<file path="src/rtl/divclk_serializer_pkg.sv">
// Shared types and sizing helpers for the divided-clock serializer slice.
package divclk_serializer_pkg;

    typedef enum logic [1:0] {
        ST_IDLE  = 2'd0,
        ST_ARM   = 2'd1,
        ST_SHIFT = 2'd2
    } state_e;

    localparam int WIDTH_DEFAULT = 16;

    // Bit counter must hold WIDTH-1; never narrower than one bit.
    function automatic int bcnt_width(input int w);
        return ($clog2(w) < 1) ? 1 : $clog2(w);
    endfunction

endpackage

</file>
<file path="src/rtl/divclk_edge.sv">
// Turns the divided clock into one-clk rise/fall strobes in the clk domain.
module divclk_edge (
    input  logic clk,
    input  logic rst,
    input  logic div_clk,
    output logic rise,
    output logic fall
);

    logic div_q;

    // NOTE: sequential state uses non-blocking assignments so every flop samples pre-edge values.
    always_ff @(posedge clk) begin
        if (rst) begin
            div_q <= 1'b0;
        end else begin
            div_q <= div_clk;
        end
    end

    assign rise = div_clk & ~div_q;
    assign fall = ~div_clk & div_q;

endmodule

</file>
<file path="src/rtl/divclk_serializer.sv">
// MSB-first 3-wire serializer paced by div_clk falls, with start/busy/done handshake.
module divclk_serializer
    import divclk_serializer_pkg::*;
#(
    parameter int WIDTH = WIDTH_DEFAULT
) (
    input  logic             clk,
    input  logic             rst,
    input  logic             div_clk,
    input  logic             start,
    input  logic [WIDTH-1:0] data_in,
    output logic             busy,
    output logic             done,
    output logic             sclk,
    output logic             sdo,
    output logic             cs_n
);

    localparam int BW = bcnt_width(WIDTH);

    state_e           state_q, state_d;
    logic [WIDTH-1:0] shreg_q, shreg_d;
    logic [BW-1:0]    bcnt_q, bcnt_d;
    logic             busy_q, busy_d;
    logic             done_q, done_d;
    logic             sclk_q, sclk_d;
    logic             sdo_q, sdo_d;
    logic             cs_n_q, cs_n_d;
    logic             rise, fall;

    divclk_edge u_edge (
        .clk     (clk),
        .rst     (rst),
        .div_clk (div_clk),
        .rise    (rise),
        .fall    (fall)
    );

    // NOTE: every always_comb output gets a default first, so no path can infer a latch.
    always_comb begin
        state_d = state_q;
        shreg_d = shreg_q;
        bcnt_d  = bcnt_q;
        cs_n_d  = cs_n_q;
        sdo_d   = sdo_q;
        done_d  = 1'b0;

        unique case (state_q)
            ST_IDLE: begin
                if (start) begin
                    shreg_d = data_in;
                    bcnt_d  = BW'(WIDTH - 1);
                    state_d = ST_ARM;
                end
            end
            ST_ARM: begin
                if (fall) begin
                    cs_n_d  = 1'b0;
                    sdo_d   = shreg_q[WIDTH-1];
                    shreg_d = {shreg_q[WIDTH-2:0], 1'b0};
                    state_d = ST_SHIFT;
                end
            end
            ST_SHIFT: begin
                // Rise is the receiver's sampling point; only falls advance the frame.
                if (fall) begin
                    if (bcnt_q == '0) begin
                        cs_n_d  = 1'b1;
                        sdo_d   = 1'b0;
                        done_d  = 1'b1;
                        state_d = ST_IDLE;
                    end else begin
                        sdo_d   = shreg_q[WIDTH-1];
                        shreg_d = {shreg_q[WIDTH-2:0], 1'b0};
                        bcnt_d  = bcnt_q - 1'b1;
                    end
                end
            end
            default: state_d = ST_IDLE;
        endcase

        busy_d = (state_d != ST_IDLE);

        // sclk tracks div_clk only inside the frame and changes on the same edge as sdo/cs_n.
        if (cs_n_d) begin
            sclk_d = 1'b0;
        end else if (rise) begin
            sclk_d = 1'b1;
        end else if (fall) begin
            sclk_d = 1'b0;
        end else begin
            sclk_d = sclk_q;
        end
    end

    always_ff @(posedge clk) begin
        if (rst) begin
            state_q <= ST_IDLE;
            shreg_q <= '0;
            bcnt_q  <= '0;
            busy_q  <= 1'b0;
            done_q  <= 1'b0;
            sclk_q  <= 1'b0;
            sdo_q   <= 1'b0;
            cs_n_q  <= 1'b1;
        end else begin
            state_q <= state_d;
            shreg_q <= shreg_d;
            bcnt_q  <= bcnt_d;
            busy_q  <= busy_d;
            done_q  <= done_d;
            sclk_q  <= sclk_d;
            sdo_q   <= sdo_d;
            cs_n_q  <= cs_n_d;
        end
    end

    assign busy = busy_q;
    assign done = done_q;
    assign sclk = sclk_q;
    assign sdo  = sdo_q;
    assign cs_n = cs_n_q;

endmodule

</file>
<file path="config.mk">
export PLATFORM = sky130hd
export DESIGN_NAME = divclk_serializer
export DESIGN_NICKNAME = d
export VERILOG_FILES = /design/src/rtl/divclk_serializer_pkg.sv /design/src/rtl/divclk_edge.sv /design/src/rtl/divclk_serializer.sv
export SDC_FILE = /design/constraint.sdc
export NUM_CORES = 1
export LEC_CHECK = 0
export CAP_MARGIN = 20
export CORE_MARGIN = 10
export CORE_UTILIZATION = 55
export DETAILED_ROUTE_END_ITERATION = 7
export GPL_TIMING_DRIVEN = 0
export PLACE_DENSITY = 0.82
export REMOVE_ABC_BUFFERS = 1
export SYNTH_ARGS = -nofsm -noshare
export SYNTH_HDL_FRONTEND = slang
export SYNTH_SLANG_ARGS = --single-unit
</file>
<file path="constraint.sdc">
create_clock -name clk -period 4.7 [get_ports clk]
set_input_delay 0.94 -clock clk [delete_from_list [all_inputs] [get_ports clk]]
set_output_delay 0.94 -clock clk [all_outputs]
set_load 0.01 [all_outputs]
</file>
==> results of run 1 <==
==> synthesized netlist by cell type, drive strengths merged, types with 2 or more instances <==
| cell | instances |
|---|---|
| dfxtp | 28 |
| nor2 | 22 |
| a211oi | 20 |
| mux2i | 17 |
| inv | 8 |
| ha | 7 |
| a21oi | 5 |
| buf | 5 |
| nor3 | 5 |
| clkbuf | 4 |
| nor4 | 3 |
| or2 | 3 |
| nand3 | 2 |
| nor2b | 2 |
| o21ai | 2 |
| or3b | 2 |
==> per-stage QoR <==
step / hold slack [ns] / instances
2_1_floorplan: 0.440 / 136
5_1_grt: 0.522 / 196
4_1_cts: 0.501 / 196
6_report: 0.498 / 196
3_3_place_gp: 0.456 / 190
3_5_place_dp: 0.480 / 192
==> registers in the layout (all words and copies together) (netlist names) <==
name	count
state_q	2
sdo	1
u_edge.div_q	1
done	1
cs_n	1
busy	1
sclk	1
bcnt_q	4
shreg_q	16
==> power by group through the flow <==
stage               Combinational (mW)  Clock, mW  Sequential, mW
global route                     0.204      0.133           0.293
global placement                 0.166          0           0.291
floorplan                        0.124          0           0.290
finish                           0.183      0.118           0.288
CTS                              0.186      0.121           0.288
detailed placement               0.184          0           0.293
==> layout make-up <==
class	count	area, sq um
timing repair buffer	26	295
multi-input combinational	100	798
sequential	28	561
tap	30	37.5
clock buffer	4	36.3
inverter	8	30.0
fill	204	742
==> how the worst max path moves through the flow <==
stage | cells past startpoint | to | startpoint
after floorplan | 6 | shreg_q[10] | div_clk
after global placement | 7 | shreg_q[0] | div_clk
after detailed placement | 8 | shreg_q[5] | div_clk
after CTS | 8 | shreg_q[5] | div_clk
after global routing | 8 | shreg_q[0] | div_clk
final | 8 | shreg_q[5] | div_clk
==> per-layer routing <==
metal	vias to the layer above	GRT usage [%]	routed length (microns)
met5	-	0	0
met4	0	5.38	61
met3	7	3.03	124
met2	24	18.5	1290
met1	500	13.8	1340
li1	561	-	-
==> cell families (layout without fill, tap and decap cells) <==
kind of cell               count (synthesis)  after routing  synth area share, %
adders and majority gates                  7              7                 6.04
DFF                                       28             28                 38.7
muxes                                     17             17                 11.7
buffers and inverters                     17             38                 6.30
AOI/OAI and AO/OA                         30             30                 20.4
xor gates and xnor gates                   1              1                0.604
and+or+nand+nor                           45             45                 16.3
==> critical path, stage by stage <==
cell	delay, ns
clkdlybuf4s50_1	0.43
inv_1	0.09
ha_1	0.32
o21ai_0	0.26
a211oi_4	0.71
buf_16	0.23
nor2_1	0.06
a211oi_2	0.20
==> impl_metrics.csv, run 1 <==
group,metric,value,unit
yosys,ys_seq_elements,28,
yosys,yosys_warnings,0,
grt,grt_pass1_wl,4940,microns
cts,clk_pin_slew,0.15,ns
yosys,yosysTopAreaCell,"dfxtp_1",
yosys,syn_inst,145,
pwr,pwr_density_cell,335,mW/mm^2
routing,route.final.wire_length,2810,microns
worst_setup_path,cp.required,4.97,ns
routing,first_iter_violations,36,
yosys,synth_edf_count,0,
pwr,internal_power,0.412,mW
pwr,combPwrFrac,31.1,%
cts,cts_tree,"yes",
timing,worst_slack,1.71,ns
routing,drtAntennaViolNets,0,
timing,max_freq,335,MHz
pwr,leakagePower,0.647,nW
layout,layout_common_cells,"28 x dfxtp_1, 24 x clkdlybuf4s50_1, 22 x nor2_1",
routing,vias_per_cell,5.57,
routing,drc,0,
place,port_buffers,24,
pwr,power.clock.fraction,20.0,%
layout,final_util,70.3,%
timing,period_share,63.6,%
yosys,synth_cell_types,32,
pwr,p_switching,0.177,mW
die,start_util,58.0,%
timing,slew_violations,0,
worst_setup_path,critPathLaunchType,"input pin",
cts,post_cts_buffers,0,
die,die_x,71.4,microns
place,place_area,0.00172,sq mm
worst_setup_path,endpoint_kind,"register",
hold_path,min_to,"shreg_q[0]",
cts,post_cts_resized,0,
layout,drive_gt1_share,16.3,%
pwr,ir_worst_vdd,0.230,mV
yosys,ys_async_sr_fraction,0,%
outcome,status,"complete, no violations",
worst_setup_path,r2r-start,"state_q[0]",
routing,drt_pass1_iterations,4,
worst_setup_path,ff2ff_setup_slack,2.22,ns
pwr,power.total,0.589,mW
worst_setup_path,rr_endpoint,"shreg_q[5]",
timing,fin_tns_setup,0,ns
timing,max-slew-margin-rel,43.8,%
grt,grt_max_degree,21,
die,core,0.00250,sq mm
job,cap_violations,0,
place,dp_hpwl,2160,microns
pwr,p_seq_share,48.9,%
die,ioPinCount,25,
grt,overflow,0,
timing,rsz0062_at_grt,"no",
yosys,synth_top_area_share,38.7,%
cts,cts_buffers,3,
place,place_ws,1.36,ns
layout,fin_area,0.00176,sq mm
cts,cts.sinks,28,
yosys,synth_seq_area_share,38.7,%
pwr,switching_share,30.1,%
hold_path,hold_class,"register to register",
cts,clockRootBuffer,"clkbuf_4",
cts,htreeDepth,1,
routing,dr_total_vias,1092,
worst_setup_path,cp.arrival,3.25,ns
yosys,synth_area_leaders,"dfxtp_1 39%, a211oi_2 12%, mux2i_1 12%",
grt,grt_pass1_vias,1109,
die,design.die.area,0.00509,sq mm
worst_setup_path,crit_type,"input pin to register",
timing,period_needed,2.99,ns
hold_path,worstHoldStart,"shreg_q[0]",
worst_setup_path,worstPathMaxFanout,20,
hold_path,hold_depth,2,
layout,nNetsFinal,194,
routing,detail_route.wl_per_cell,14.4,microns
timing,fin_skew,0.0146,ns
timing,final_hold_viol_count,0,
cts,clockBufferDepth,2,
place,place_congestion,0.746,
timing,worst_pin_slew,0.842,ns
grt,grtUsageTotal,11.5,%
cts,clock_latency,0.33,ns
yosys,ys.flop_type,"dfxtp_1",
cts,post_cts_hold_buffer_count,0,
layout,final_common_cell,"dfxtp_1",
die,num_rows,18,
worst_setup_path,rr_worst_depth,7,
yosys,syn_area_per_cell,10.0,sq um
die,die_y,71.4,microns
layout,synthToLayoutAreaGrowth,21.2,%
timing,finalSetupViolCount,0,
layout,antenna_cells,0,
grt,antenna_found_initial,0,
yosys,netlist_area,0.00145,sq mm
(Power assumes the default switching activity.)
==> run 2: changes to the inputs <==
- CORE_UTILIZATION: 55 -> 52
- PLACE_DENSITY: 0.82 -> 0.78
- clock period: 4.7 -> 2.9 ns (I/O delays scaled with it)
==> run 2 against run 1 <==
Net effect: count of clock-buffer cells in the layout fell by 1; via count rose by 0.37%; non-clock buffer count unchanged; setup slack got worse by 1.5 ns; largest cell class unchanged.
==> impl_metrics.csv, run 2 (same netlist as run 1, synthesis figures left out) <==
group,metric,value,unit
layout,synthToLayoutAreaGrowth,22.4,%
routing,dr_total_vias,1096,
timing,finalSetupViolCount,0,
timing,fin_tns_setup,0,ns
die,core,0.00271,sq mm
cts,cts_tree,"yes",
routing,first_iter_violations,47,
worst_setup_path,critPathLaunchType,"input pin",
timing,max_freq,375,MHz
die,die_y,72.8,microns
die,design.die.area,0.00530,sq mm
worst_setup_path,crit_type,"input pin to register",
worst_setup_path,crit_chain,"clkdlybuf4s50_1 -> inv_1 -> ha_1 -> o21ai_0 -> a211oi_4 -> buf_16 -> nor2_1 -> a211oi_2",
die,die_x,72.8,microns
place,place_inst,193,
timing,max-slew-margin-rel,45.3,%
job,cap_violations,0,
worst_setup_path,endpoint_kind,"register",
worst_setup_path,rr_endpoint,"shreg_q[8]",
worst_setup_path,slowest_stage,"a211oi_4",
cts,post_cts_hold_buffer_count,0,
place,place_area,0.00172,sq mm
layout,antenna_cells,0,
layout,regMostFlops,"shreg_q",
layout,instances_no_fill,197,
cts,cts_buffers,3,
routing,drtAntennaViolNets,0,
outcome,status,"complete, no violations",
grt,grtUsageTotal,11.3,%
layout,fin_area,0.00178,sq mm
timing,rsz0062_at_grt,"no",
layout,nNetsFinal,194,
timing,fin_skew,0.00398,ns
place,place_congestion,0.897,
layout,final_common_cell,"dfxtp_1",
die,num_rows,19,
grt,grt_pass1_wl,4990,microns
hold_path,min_to,"shreg_q[0]",
grt,grt_pass1_vias,1109,
worst_setup_path,worstPathMaxFanout,20,
layout,reg_top3,"shreg_q x16, bcnt_q x4, state_q x2",
layout,largest_register_ffs,16,
routing,detail_route.wl_per_cell,14.7,microns
pwr,ir_worst_vdd,0.409,mV
routing,vias_per_cell,5.56,
routing,drt_pass1_iterations,4,
die,ioPinCount,25,
cts,clockBufferDepth,2,
place,port_buffers,24,
place,dp_hpwl,2190,microns
cts,post_cts_resized,0,
worst_setup_path,r2r-start,"state_q[0]",
hold_path,worstHoldStart,"shreg_q[0]",
worst_setup_path,ff2ff_setup_slack,0.40,ns
cts,clock_latency,0.33,ns
cts,post_cts_buffers,0,
layout,drive_gt1_share,16.3,%
pwr,pwr_density_cell,576,mW/mm^2
hold_path,hold_depth,2,
timing,slew_violations,0,
timing,period_needed,2.66,ns
worst_setup_path,cp_slowest_stage_delay,0.72,ns
cts,clk_pin_slew,0.15,ns
die,start_util,53.5,%
worst_setup_path,critPathLaunch,"div_clk",
cts,cts.sinks,28,
cts,clockRootBuffer,"clkbuf_4",
timing,final_hold_viol_count,0,
worst_setup_path,rr_worst_depth,7,
timing,period_share,91.9,%
worst_setup_path,cp.arrival,2.92,ns
grt,antenna_found_initial,0,
timing,worst_pin_slew,0.821,ns
cts,htreeDepth,1,
grt,overflow,0,
layout,layout_common_cells,"28 x dfxtp_1, 24 x clkdlybuf4s50_1, 22 x nor2_1",
hold_path,hold_class,"register to register",
grt,grt_max_degree,21,
pwr,leakagePower,0.654,nW
routing,route.final.wire_length,2900,microns
routing,drc,0,
worst_setup_path,cp.required,3.16,ns
run 2: changes by cell type in the layout (fill, tap and decap cells not counted), sizes merged:
cell and change:
bufinv +1, clkbuf -1
run 2: final cells by class:
class / instances / area (sq um)
fillers: 225 / 935
multi-input cells: 100 / 798
flip-flops and latches: 28 / 561
repair buffers: 26 / 295
well taps: 31 / 38.8
clock inverters: 1 / 30.0
inverters: 8 / 30.0
clock buffers: 3 / 22.5
run 2: worst max-delay path by stage:
stage             endpoint  slack [ns]  cells past startpoint
6_report        shreg_q[8]        0.24                      8
5_1_grt         shreg_q[4]        0.08                      8
4_1_cts         shreg_q[8]        0.22                      8
3_5_place_dp    shreg_q[8]       -0.13                      8
3_3_place_gp    shreg_q[0]       -0.35                      7
2_1_floorplan  shreg_q[10]        0.43                      6
run 2: where the power goes:
| group | leakage [nW] | internal [mW] | total (mW) | switching, mW |
|---|---|---|---|---|
| clock | 0.0279 | 0.140 | 0.257 | 0.117 |
| combinational | 0.395 | 0.154 | 0.299 | 0.145 |
| sequential | 0.232 | 0.436 | 0.467 | 0.0309 |
run 2: metal layers:
layer / share of wire, % / GRT usage, %
met1: 46 / 13.5
met2: 46 / 18.9
met3: 6.7 / 3.40
met4: 1.2 / 3.16
met5: 0 / 0
run 2: critical path: cells and delay by family:
family                     cells  cell delay [ns]
AOI/OAI and AO/OA              3             1.18
buffers and inverters          3             0.75
adders and majority gates      1             0.33
and+or+nand+nor                1             0.06
run 2: stage by stage:
stage / util, % / hold WS [ns] / power (mW) / setup slack, ns
5_1_grt: 65.5 / 0.536 / 1.09 / 0.0764
4_1_cts: 65.5 / 0.492 / 1.03 / 0.219
3_3_place_gp: 61.5 / 0.456 / 0.741 / -0.354
3_5_place_dp: 63.6 / 0.472 / 0.775 / -0.132
6_report: 65.5 / 0.498 / 1.02 / 0.236
2_1_floorplan: - / 0.440 / 0.671 / 0.432
==> run 3: changes to the inputs <==
- CELL_PAD_IN_SITES_DETAIL_PLACEMENT: unset -> 0
- CELL_PAD_IN_SITES_GLOBAL_PLACEMENT: unset -> 1
- CORE_UTILIZATION: 52 -> 43
- PLACE_DENSITY: 0.78 -> 0.82
- clock period: 2.9 -> 3.2 ns (I/O delays scaled with it)
==> run 3 against run 2 <==
Net effect: first-iteration DRC count rose by 6.4%; count of clock-buffer cells in the layout is the same; register-to-register slack better by 0.46 ns; highest routed layer unchanged; clock power is 43% lower; critical path depth unchanged; non-clock buffer count did not move; critical endpoint is now shreg_q[6]; power is 19% lower; sequential share of layout area is 0.43 points higher; combinational power fell by 12%; setup slack better by 0.45 ns; flip-flop and latch count is the same.
==> impl_metrics.csv, run 3 (same netlist as run 1, synthesis figures left out) <==
group,metric,value,unit
hold_path,min_to,"shreg_q[0]",
worst_setup_path,endpoint_kind,"register",
layout,antenna_cells,0,
timing,max-slew-margin-rel,45.8,%
cts,post_cts_buffers,0,
worst_setup_path,worstPathMaxFanout,24,
layout,nNetsFinal,194,
die,die_y,78.1,microns
timing,final_hold_viol_count,0,
layout,fin_area,0.00175,sq mm
cts,clockBufferDepth,2,
worst_setup_path,cp.depth,8,
pwr,power.total,0.830,mW
hold_path,hold_class,"register to register",
hold_path,worstHoldStart,"shreg_q[0]",
routing,drc,0,
layout,regMostFlops,"shreg_q",
worst_setup_path,crit_chain,"clkdlybuf4s50_1 -> inv_1 -> ha_1 -> o21ai_0 -> a211oi_4 -> buf_8 -> nor2_1 -> a211oi_2",
place,place_congestion,0.799,
layout,final_util,53.3,%
cts,post_cts_resized,0,
timing,worst_pin_slew,0.814,ns
die,die_x,78.1,microns
cts,cts.sinks,28,
cts,clk_pin_slew,0.15,ns
die,start_util,44.2,%
worst_setup_path,ff2ff_setup_slack,0.86,ns
layout,synthToLayoutAreaGrowth,20.8,%
worst_setup_path,critPathTopFamily,"compound AO/OA/AOI/OAI gates",
timing,period_share,78.7,%
die,design.die.area,0.00609,sq mm
outcome,status,"complete, no violations",
grt,grt_pass1_wl,4920,microns
grt,grt_max_degree,25,
die,core,0.00328,sq mm
worst_setup_path,r2r-start,"state_q[0]",
cts,htreeDepth,1,
place,port_buffers,24,
timing,period_needed,2.52,ns
worst_setup_path,rr_worst_depth,7,
layout,final_common_cell,"dfxtp_1",
worst_setup_path,cp.required,3.46,ns
pwr,leakagePower,0.635,nW
cts,cts_buffers,3,
layout,reg_top3,"shreg_q x16, bcnt_q x4, state_q x2",
hold_path,hold_depth,2,
timing,max_freq,397,MHz
die,num_rows,21,
layout,drive_gt1_share,15.8,%
place,place_area,0.00173,sq mm
cts,cts_tree,"yes",
timing,fin_tns_setup,0,ns
timing,finalSetupViolCount,0,
timing,slew_violations,0,
pwr,ir_worst_vdd,0.172,mV
cts,post_cts_hold_buffer_count,0,
worst_setup_path,crit_type,"input pin to register",
layout,largest_register_ffs,16,
place,dp_hpwl,2110,microns
routing,vias_per_cell,5.02,
routing,drt_pass1_iterations,4,
grt,antenna_found_initial,0,
layout,instances_no_fill,211,
worst_setup_path,slowest_stage,"a211oi_4",
place,place_inst,208,
cts,clock_latency,0.33,ns
pwr,pwr_density_cell,474,mW/mm^2
worst_setup_path,critPathBufInv,3,
routing,route.final.wire_length,2850,microns
worst_setup_path,cp.arrival,2.78,ns
grt,grt_pass1_vias,1114,
die,ioPinCount,25,
routing,dr_total_vias,1059,
cts,clockRootBuffer,"clkbuf_4",
routing,first_iter_violations,50,
layout,layout_common_cells,"28 x dfxtp_1, 24 x clkdlybuf4s50_1, 22 x nor2_1",
grt,grtUsageTotal,9.41,%
routing,detail_route.wl_per_cell,13.5,microns
job,cap_violations,0,
grt,overflow,0,
timing,rsz0062_at_grt,"no",
worst_setup_path,critPathLaunchType,"input pin",
timing,fin_skew,0.00876,ns
worst_setup_path,cp_slowest_stage_delay,0.53,ns
worst_setup_path,rr_endpoint,"shreg_q[6]",
routing,drtAntennaViolNets,0,
==> run 3: routing by layer <==
layer / vias to the layer above / wire, microns / track usage (%)
li1: 557 / - / -
met1: 482 / 1420 / 11.7
met2: 16 / 1290 / 15.9
met3: 4 / 115 / 2.51
met4: 0 / 22 / 2.15
met5: - / 0 / 0
==> run 3: cell type report <==
| cell class | count | area, sq um |
|---|---|---|
| Tap cell | 46 | 57.6 |
| Multi-Input combinational cell | 100 | 798 |
| Fill cell | 304 | 1530 |
| Clock buffer | 3 | 22.5 |
| Sequential cell | 28 | 561 |
| Inverter | 8 | 30.0 |
| Timing Repair Buffer | 26 | 283 |
==> run 3: stage by stage <==
| stage | setup WS (ns) | hold slack [ns] |
|---|---|---|
| final | 0.681 | 0.489 |
| after global routing | 0.464 | 0.517 |
| after CTS | 0.647 | 0.492 |
| after detailed placement | 0.300 | 0.470 |
| after global placement | -0.121 | 0.457 |
| after floorplan | 0.672 | 0.440 |
==> run 3: worst register-to-register path: cells and delay by family (launching register included) <==
kind            cells  cell delay [ns]
compound gates      2             0.69
fa+ha+maj           1             0.31
buf+inv             2             0.35
flops               1             0.41
simple gates        2             0.52
==> run 3: worst max path at each step <==
stage	startpoint	to
after global routing	div_clk	shreg_q[6]
final	div_clk	shreg_q[6]
after floorplan	div_clk	shreg_q[10]
after CTS	div_clk	shreg_q[6]
after global placement	div_clk	shreg_q[0]
after detailed placement	div_clk	shreg_q[6]
==> run 3: report_power, final <==
| part | switching, mW | internal (mW) |
|---|---|---|
| clock | 0.102 | 0.0442 |
| combinational | 0.128 | 0.133 |
| sequential | 0.0271 | 0.395 |
